`src/rtl/spi_flash_writer.sv`:
```
// Single-bit SPI mode-0 programmer for the boot flash: continuous-mode exit, WREN, program/erase, then WIP polling.
// Optional poll timeout is compiled in with `define SPI_WRITER_TIMEOUT_EN.
module spi_flash_writer #(
  parameter int CS_GAP   = 4,
  parameter int POLL_MAX = 1048576
) (
  input  logic        clk,
  input  logic        reset,
  input  logic        start,
  input  logic [1:0]  cmd,
  input  logic [23:0] addr,
  input  logic [31:0] wdata,
  output logic        busy,
  output logic        done,
  output logic        error,
  output logic [7:0]  status,
  output logic        spi_cs_n,
  output logic        spi_sck,
  output logic        spi_mosi,
  input  logic        spi_miso
);

  typedef enum logic [2:0] {
    S_IDLE, S_MRST, S_WREN, S_CMD, S_POLL, S_GAP, S_BAD, S_DONE
  } state_t;

  localparam int GW = $clog2(CS_GAP + 1);

  state_t        state, state_nxt, ret_state;
  logic [1:0]    cmd_q;
  logic [23:0]   addr_q;
  logic [31:0]   wdata_q;
  logic [63:0]   sh, ld_data;
  logic [6:0]    bit_cnt, nbits_m1, ld_nbm1;
  logic          phase;
  logic [6:0]    rx;
  logic [7:0]    status_q;
  logic          err_q;
  logic [GW-1:0] gap_cnt;
  logic          tx_active, tx_next, last_bit;
  logic [23:0]   byte_addr;

`ifdef SPI_WRITER_TIMEOUT_EN
  localparam int PW = $clog2(POLL_MAX + 1);
  logic [PW-1:0] poll_cnt;
`endif

  assign byte_addr = {addr_q[21:0], 2'b00};
  assign tx_active = (state == S_MRST) || (state == S_WREN) || (state == S_CMD) || (state == S_POLL);
  assign tx_next   = (state_nxt == S_MRST) || (state_nxt == S_WREN) ||
                     (state_nxt == S_CMD) || (state_nxt == S_POLL);
  assign last_bit  = tx_active && phase && (bit_cnt == nbits_m1);

  always_comb begin
    state_nxt = state;
    busy      = (state != S_IDLE) && (state != S_DONE);
    done      = (state == S_DONE);
    spi_cs_n  = ~tx_active;
    spi_sck   = tx_active & phase;
    spi_mosi  = tx_active & sh[63];
    case (state)
      S_IDLE:                       if (start) state_nxt = (cmd == 2'b11) ? S_BAD : S_MRST;
      S_MRST, S_WREN, S_CMD, S_POLL: if (last_bit) state_nxt = S_GAP;
      S_GAP:                        if (gap_cnt == '0) state_nxt = ret_state;
      S_BAD:                        state_nxt = S_DONE;
      S_DONE:                       state_nxt = S_IDLE;
      default:                      state_nxt = S_IDLE;
    endcase
  end

  // Frame for the transaction about to start, left-aligned so bits leave from sh[63].
  always_comb begin
    ld_data = '0;
    ld_nbm1 = '0;
    case (state_nxt)
      S_MRST: begin ld_data = {8'hFF, 56'h0}; ld_nbm1 = 7'd7; end
      S_WREN: begin ld_data = {8'h06, 56'h0}; ld_nbm1 = 7'd7; end
      S_POLL: begin ld_data = {8'h05, 56'h0}; ld_nbm1 = 7'd15; end
      S_CMD: begin
        case (cmd_q)
          2'b00:   begin ld_data = {8'h02, byte_addr, wdata_q}; ld_nbm1 = 7'd63; end
          2'b01:   begin ld_data = {8'h20, byte_addr, 32'h0};   ld_nbm1 = 7'd31; end
          default: begin ld_data = {8'hC7, 56'h0};              ld_nbm1 = 7'd7;  end
        endcase
      end
      default: ;
    endcase
  end

  always_ff @(posedge clk) begin
    if (reset) begin
      state     <= S_IDLE;
      ret_state <= S_IDLE;
      cmd_q     <= '0;
      addr_q    <= '0;
      wdata_q   <= '0;
      sh        <= '0;
      bit_cnt   <= '0;
      nbits_m1  <= '0;
      phase     <= 1'b0;
      rx        <= '0;
      status_q  <= '0;
      err_q     <= 1'b0;
      gap_cnt   <= '0;
`ifdef SPI_WRITER_TIMEOUT_EN
      poll_cnt  <= '0;
`endif
    end else begin
      state <= state_nxt;
      if (state == S_IDLE && start) begin
        cmd_q   <= cmd;
        addr_q  <= addr;
        wdata_q <= wdata;
        err_q   <= 1'b0;
`ifdef SPI_WRITER_TIMEOUT_EN
        poll_cnt <= '0;
`endif
      end
      if (tx_next && state_nxt != state) begin
        sh       <= ld_data;
        nbits_m1 <= ld_nbm1;
        bit_cnt  <= '0;
        phase    <= 1'b0;
      end else if (tx_active) begin
        phase <= ~phase;
        if (phase) begin
          rx <= {rx[5:0], spi_miso};
          if (!last_bit) begin
            sh      <= {sh[62:0], 1'b0};
            bit_cnt <= bit_cnt + 7'd1;
          end
        end
      end
      if (state_nxt == S_GAP && state != S_GAP) gap_cnt <= GW'(CS_GAP);
      else if (state == S_GAP)                  gap_cnt <= gap_cnt - 1'b1;
      if (state == S_BAD) err_q <= 1'b1;
      if (last_bit) begin
        case (state)
          S_MRST: ret_state <= S_WREN;
          S_WREN: ret_state <= S_CMD;
          S_CMD:  ret_state <= S_POLL;
          default: begin
            // The final bit read is WIP; it arrives on miso in this very cycle.
            status_q  <= {rx, spi_miso};
            ret_state <= spi_miso ? S_POLL : S_DONE;
`ifdef SPI_WRITER_TIMEOUT_EN
            poll_cnt <= poll_cnt + 1'b1;
            if (spi_miso && poll_cnt == PW'(POLL_MAX - 1)) begin
              ret_state <= S_DONE;
              err_q     <= 1'b1;
            end
`endif
          end
        endcase
      end
    end
  end

  assign error  = err_q;
  assign status = status_q;

endmodule

```
`config.mk`:
```
export PLATFORM = sky130hd
export DESIGN_NAME = spi_flash_writer
export DESIGN_NICKNAME = d
export VERILOG_FILES = /design/src/rtl/spi_flash_writer.sv
export SDC_FILE = /design/constraint.sdc
export NUM_CORES = 1
export LEC_CHECK = 0
export ABC_AREA = 1
export BUFFER_PORTS_ARGS = -buffer_cell sky130_fd_sc_hd__buf_2
export CAP_MARGIN = 30
export CELL_PAD_IN_SITES_DETAIL_PLACEMENT = 0
export CELL_PAD_IN_SITES_GLOBAL_PLACEMENT = 1
export CORE_ASPECT_RATIO = 1.5
export CORE_MARGIN = 1
export CORE_UTILIZATION = 42
export DETAILED_ROUTE_END_ITERATION = 8
export GPL_ROUTABILITY_DRIVEN = 0
export PLACE_DENSITY = 0.85
export SYNTH_ARGS = -nofsm -noshare
export SYNTH_HDL_FRONTEND = slang
export SYNTH_SLANG_ARGS = --single-unit
```
`constraint.sdc`:
```
create_clock -name clk -period 2.6 [get_ports clk]
set_input_delay 0.13 -clock clk [delete_from_list [all_inputs] [get_ports clk]]
set_output_delay 0.13 -clock clk [all_outputs]
set_load 0.05 [all_outputs]
```
==> summary.json <==
{
  "global_routing": {
    "grt-ovfl-total": 0,
    "globalRouteTotalUtil_pct": 20.93,
    "first_global_vias": 6429,
    "initial_antenna_violation_count": 0,
    "largest_net_degree_at_the_start_of_global_routing": 66,
    "grt_first_pass_wirelength_um": 29680
  },
  "final_layout": {
    "fin_cells": 1400,
    "finish.utilization_pct": 54.53,
    "share_of_layout_cells_above_drive_strength_1_pct": 14.87,
    "syn2layout_area_growth_pct": 25.52,
    "fin_area_sq_um": 9220,
    "final_nets": 1242,
    "antenna_cells": 0
  },
  "floorplan": {
    "placementRows": 58,
    "io-pin-count": 76,
    "floorplan.initialDensity_pct": 43.44,
    "standard_cell_core_area_sq_um": 16910,
    "die_height_um": 164.0,
    "die-area_sq_um": 18030,
    "floorplan.die.width_um": 110.0
  },
  "clocking": {
    "clock_sinks": 157,
    "later_pin_clock_latency_in_the_skew_report_ns": 0.42,
    "cts_tree": "built",
    "cts.reportedPaths.clkPinSlew_ns": 0.06,
    "cts_inserted_buffers": 17,
    "ctsLongestPathBuffers": 2,
    "htreeDepth": 4,
    "clk_root_buffer_cell": "clkbuf_16"
  },
  "timing": {
    "relSlewSlack_pct": 50.12,
    "finalHoldViolations": 0,
    "maxClockFrequency_mhz": 416.6,
    "timing.final.crit_period_ns": 2.400,
    "final_count_of_pins_violating_max_slew": 0,
    "final-setup-viol-count": 0,
    "worstMarginPinSlew_ns": 0.7481,
    "final_worst_path_cycle_share_pct": 92.32,
    "skew_ns": 0.01130,
    "fin_hold_ws_ns": 0.004635
  },
  "synth": {
    "synth_area_sq_um": 7346,
    "syn_nets": 1138,
    "seq_area_frac_synth_pct": 42.79,
    "synth.yosys.warnings": 0,
    "synth.distinct_cells": 41,
    "syn-instance-count": 1073,
    "synthesis.area_per_instance_sq_um": 6.846,
    "synth_seq_cells": 157
  },
  "routing": {
    "ratio_of_routed_vias_to_standard_cells": 4.920,
    "top_layer_used": "met4",
    "routed_wl_um": 18330,
    "num_vias": 6888,
    "drtIter0Drc": 300,
    "drc_errors": 0,
    "drt_pass_1_iters": 5,
    "drt-met1-wl_um": 8256,
    "wl_met3_um": 499,
    "met2RoutedLength_um": 9287,
    "number_of_antenna_violating_nets_in_the_routed_design": 0,
    "post_drt_wl_per_cell_um": 13.09
  },
  "setup_path": {
    "setup.worst_path.class": "register to register",
    "cp_max_fo": 14,
    "critPathRequiredTime_ns": 2.95,
    "reg2reg_setup_slack_ns": 0.20,
    "worst_ep_arrival_time_ns": 2.75,
    "critical_path_startpoint_category": "register",
    "cp-end-kind": "register"
  },
  "run_status": {
    "run_status": "finished, final reports clean"
  },
  "placed_design": {
    "dp_cells": 1308,
    "io_buffer_count": 73,
    "detailed_place.area_sq_um": 7851,
    "place_hpwl_um": 10750
  },
  "power_and_ir_drop": {
    "peakVddDrop_mv": 0.5434,
    "leakage_uw": 0.004014,
    "total_power_uw": 8451,
    "power-per-cell-area_nw_per_um2": 916.6
  },
  "run": {
    "cap_viol_max_count": 0
  },
  "worst_hold_path": {
    "holdCritPathClass": "input pin to register"
  }
}
[cells in the final DEF (no fill, tap or decap), types with 2 or more instances in the layout]
cell type / n
xnor2_1: 2
nand3_4: 3
dfxtp_1: 155
o21ai_1: 17
nand4_1: 5
ha_1: 3
inv_2: 9
clkinv_2: 2
o21ai_0: 39
xor2_1: 3
nor2_4: 6
clkbuf_16: 18
buf_12: 7
dlygate4sd3_1: 52
buf_2: 73
clkbuf_1: 3
buf_6: 4
a21oi_2: 2
nand3_2: 3
nand2_1: 315
a21oi_1: 99
dfxtp_2: 2
bufinv_16: 6
nor3_1: 5
nor2_2: 2
or2_2: 2
inv_4: 2
inv_1: 59
buf_4: 16
nor2_1: 136
nand2_2: 5
nor3_2: 2
nand3b_1: 28
clkinvlp_4: 2
nand3_1: 86
[registers in the layout (all words and copies together), names as in the netlist]
signal and cells:
phase 1, state 3, bit_cnt 7, rx 7, ret_state 3, gap_cnt 3
sh 64, error 1, cmd_q 2, wdata_q 32, status 8, nbits_m1 4
addr_q 22
[Yosys cell counts]
cell type    n  area [sq um]
inv_1       60         225.2
nor3b_1      1         7.510
o21ai_1     18         90.09
nor2_4       2         22.52
nor3_1       6         30.03
nor2_1     136         510.5
nand3b_1    28         210.2
o21ai_0     39         195.2
nand4_1      5         31.28
a31oi_1      1         6.260
a211oi_2     1         12.51
a211oi_1     1         7.510
xor2_1       3         26.28
a21oi_1    100         500.5
buf_6        3         33.78
inv_4        1         6.260
a2111oi_0    1         8.760
nand3_4      3         52.55
nor2_8       1         20.02
nand2_2      5         31.28
inv_2       10         37.54
xnor2_1      2         17.52
dfxtp_1    157          3143
buf_4       10         75.07
a21oi_4      1         16.27
buf_1       15         56.30
o221a_2      1         11.26
ha_1         3         37.54
buf_2       16         80.08
nor3_4       1         16.27
nand3_2      3         30.03
or2_2        2         12.51
nand3_1     86         430.4
clkbuf_1    26         97.59
a21oi_2      1         8.760
nand4_2      1         12.51
nor3_2       1         10.01
nand2_1    316          1186
nor2_2       4         25.02
o31ai_1      1         7.510
o22ai_1      1         6.260
[final cells by class]
cell class | count | area (sq um)
Clock buffer | 21 | 450.4
Clock inverter | 11 | 214.0
Fill cell | 1687 | 7689
Inverter | 71 | 279.0
Multi-Input combinational cell | 777 | 3652
Sequential cell | 157 | 3146
Tap cell | 210 | 262.8
Timing Repair Buffer | 153 | 1216
[what timing repair did]
action,CTS,global route
gates resized for setup,1,19
endpoints found under the setup margin,1,62
pin swaps,0,5
buffers inserted,0,5
hold buffers,52,0
hold endpoints to repair,52,0
cloned,0,3
[through the flow]
stage	setup slack, ns	setup TNS (ns)
after floorplan	0.4266	0
after global placement	0.04829	0
after detailed placement	0.01975	0
after CTS	0.01463	0
after global routing	-0.01082	-0.01212
final	0.1996	0
[power by group]
part / total [uW] / switching [uW] / internal [uW] / leakage (uW)
Sequential: 3060 / 215 / 2840 / 0.00129
Clock: 2800 / 977 / 1820 / 0.000317
Combinational: 2590 / 1600 / 994 / 0.00241
[critical path, cell delays in order, from the launching register on]
cell     delay [ns]
dfxtp_1        0.37
inv_1          0.08
nand2_1        0.06
nand3_1        0.11
nor2_4         0.19
nand3_4        0.16
nand2_1        0.09
nand2_1        0.10
nand3_4        0.14
nand3_1        0.16
nand2_2        0.17
nand2_8        0.12
inv_8          0.15
buf_6          0.18
nand3_1        0.10
a21oi_1        0.14
[path summary, 6_finish.rpt]
check	startpoint	endpoint	depth (start not counted)
setup / recovery	bit_cnt[3]	sh[53]	15
hold / removal	wdata[31]	wdata_q[31]	3
setup reg to reg	bit_cnt[3]	sh[53]	15
hold reg to reg	sh[32]	sh[33]	2
[layer usage]
metal / vias up / track usage, %
met5: - / 0
met4: 0 / 6.848
met3: 24 / 3.730
met2: 93 / 36.90
met1: 3121 / 25.22
li1: 3650 / -
[kinds of logic after synthesis]
family	synth area share (%)
AO/OA/AOI/OAI	11.86
XOR/XNOR	0.5963
adder cells (fa/ha/maj)	0.5110
buffers and inverters	8.329
flip-flops	42.79
AND/OR/NAND/NOR	35.92
(Power assumes the default switching activity.)
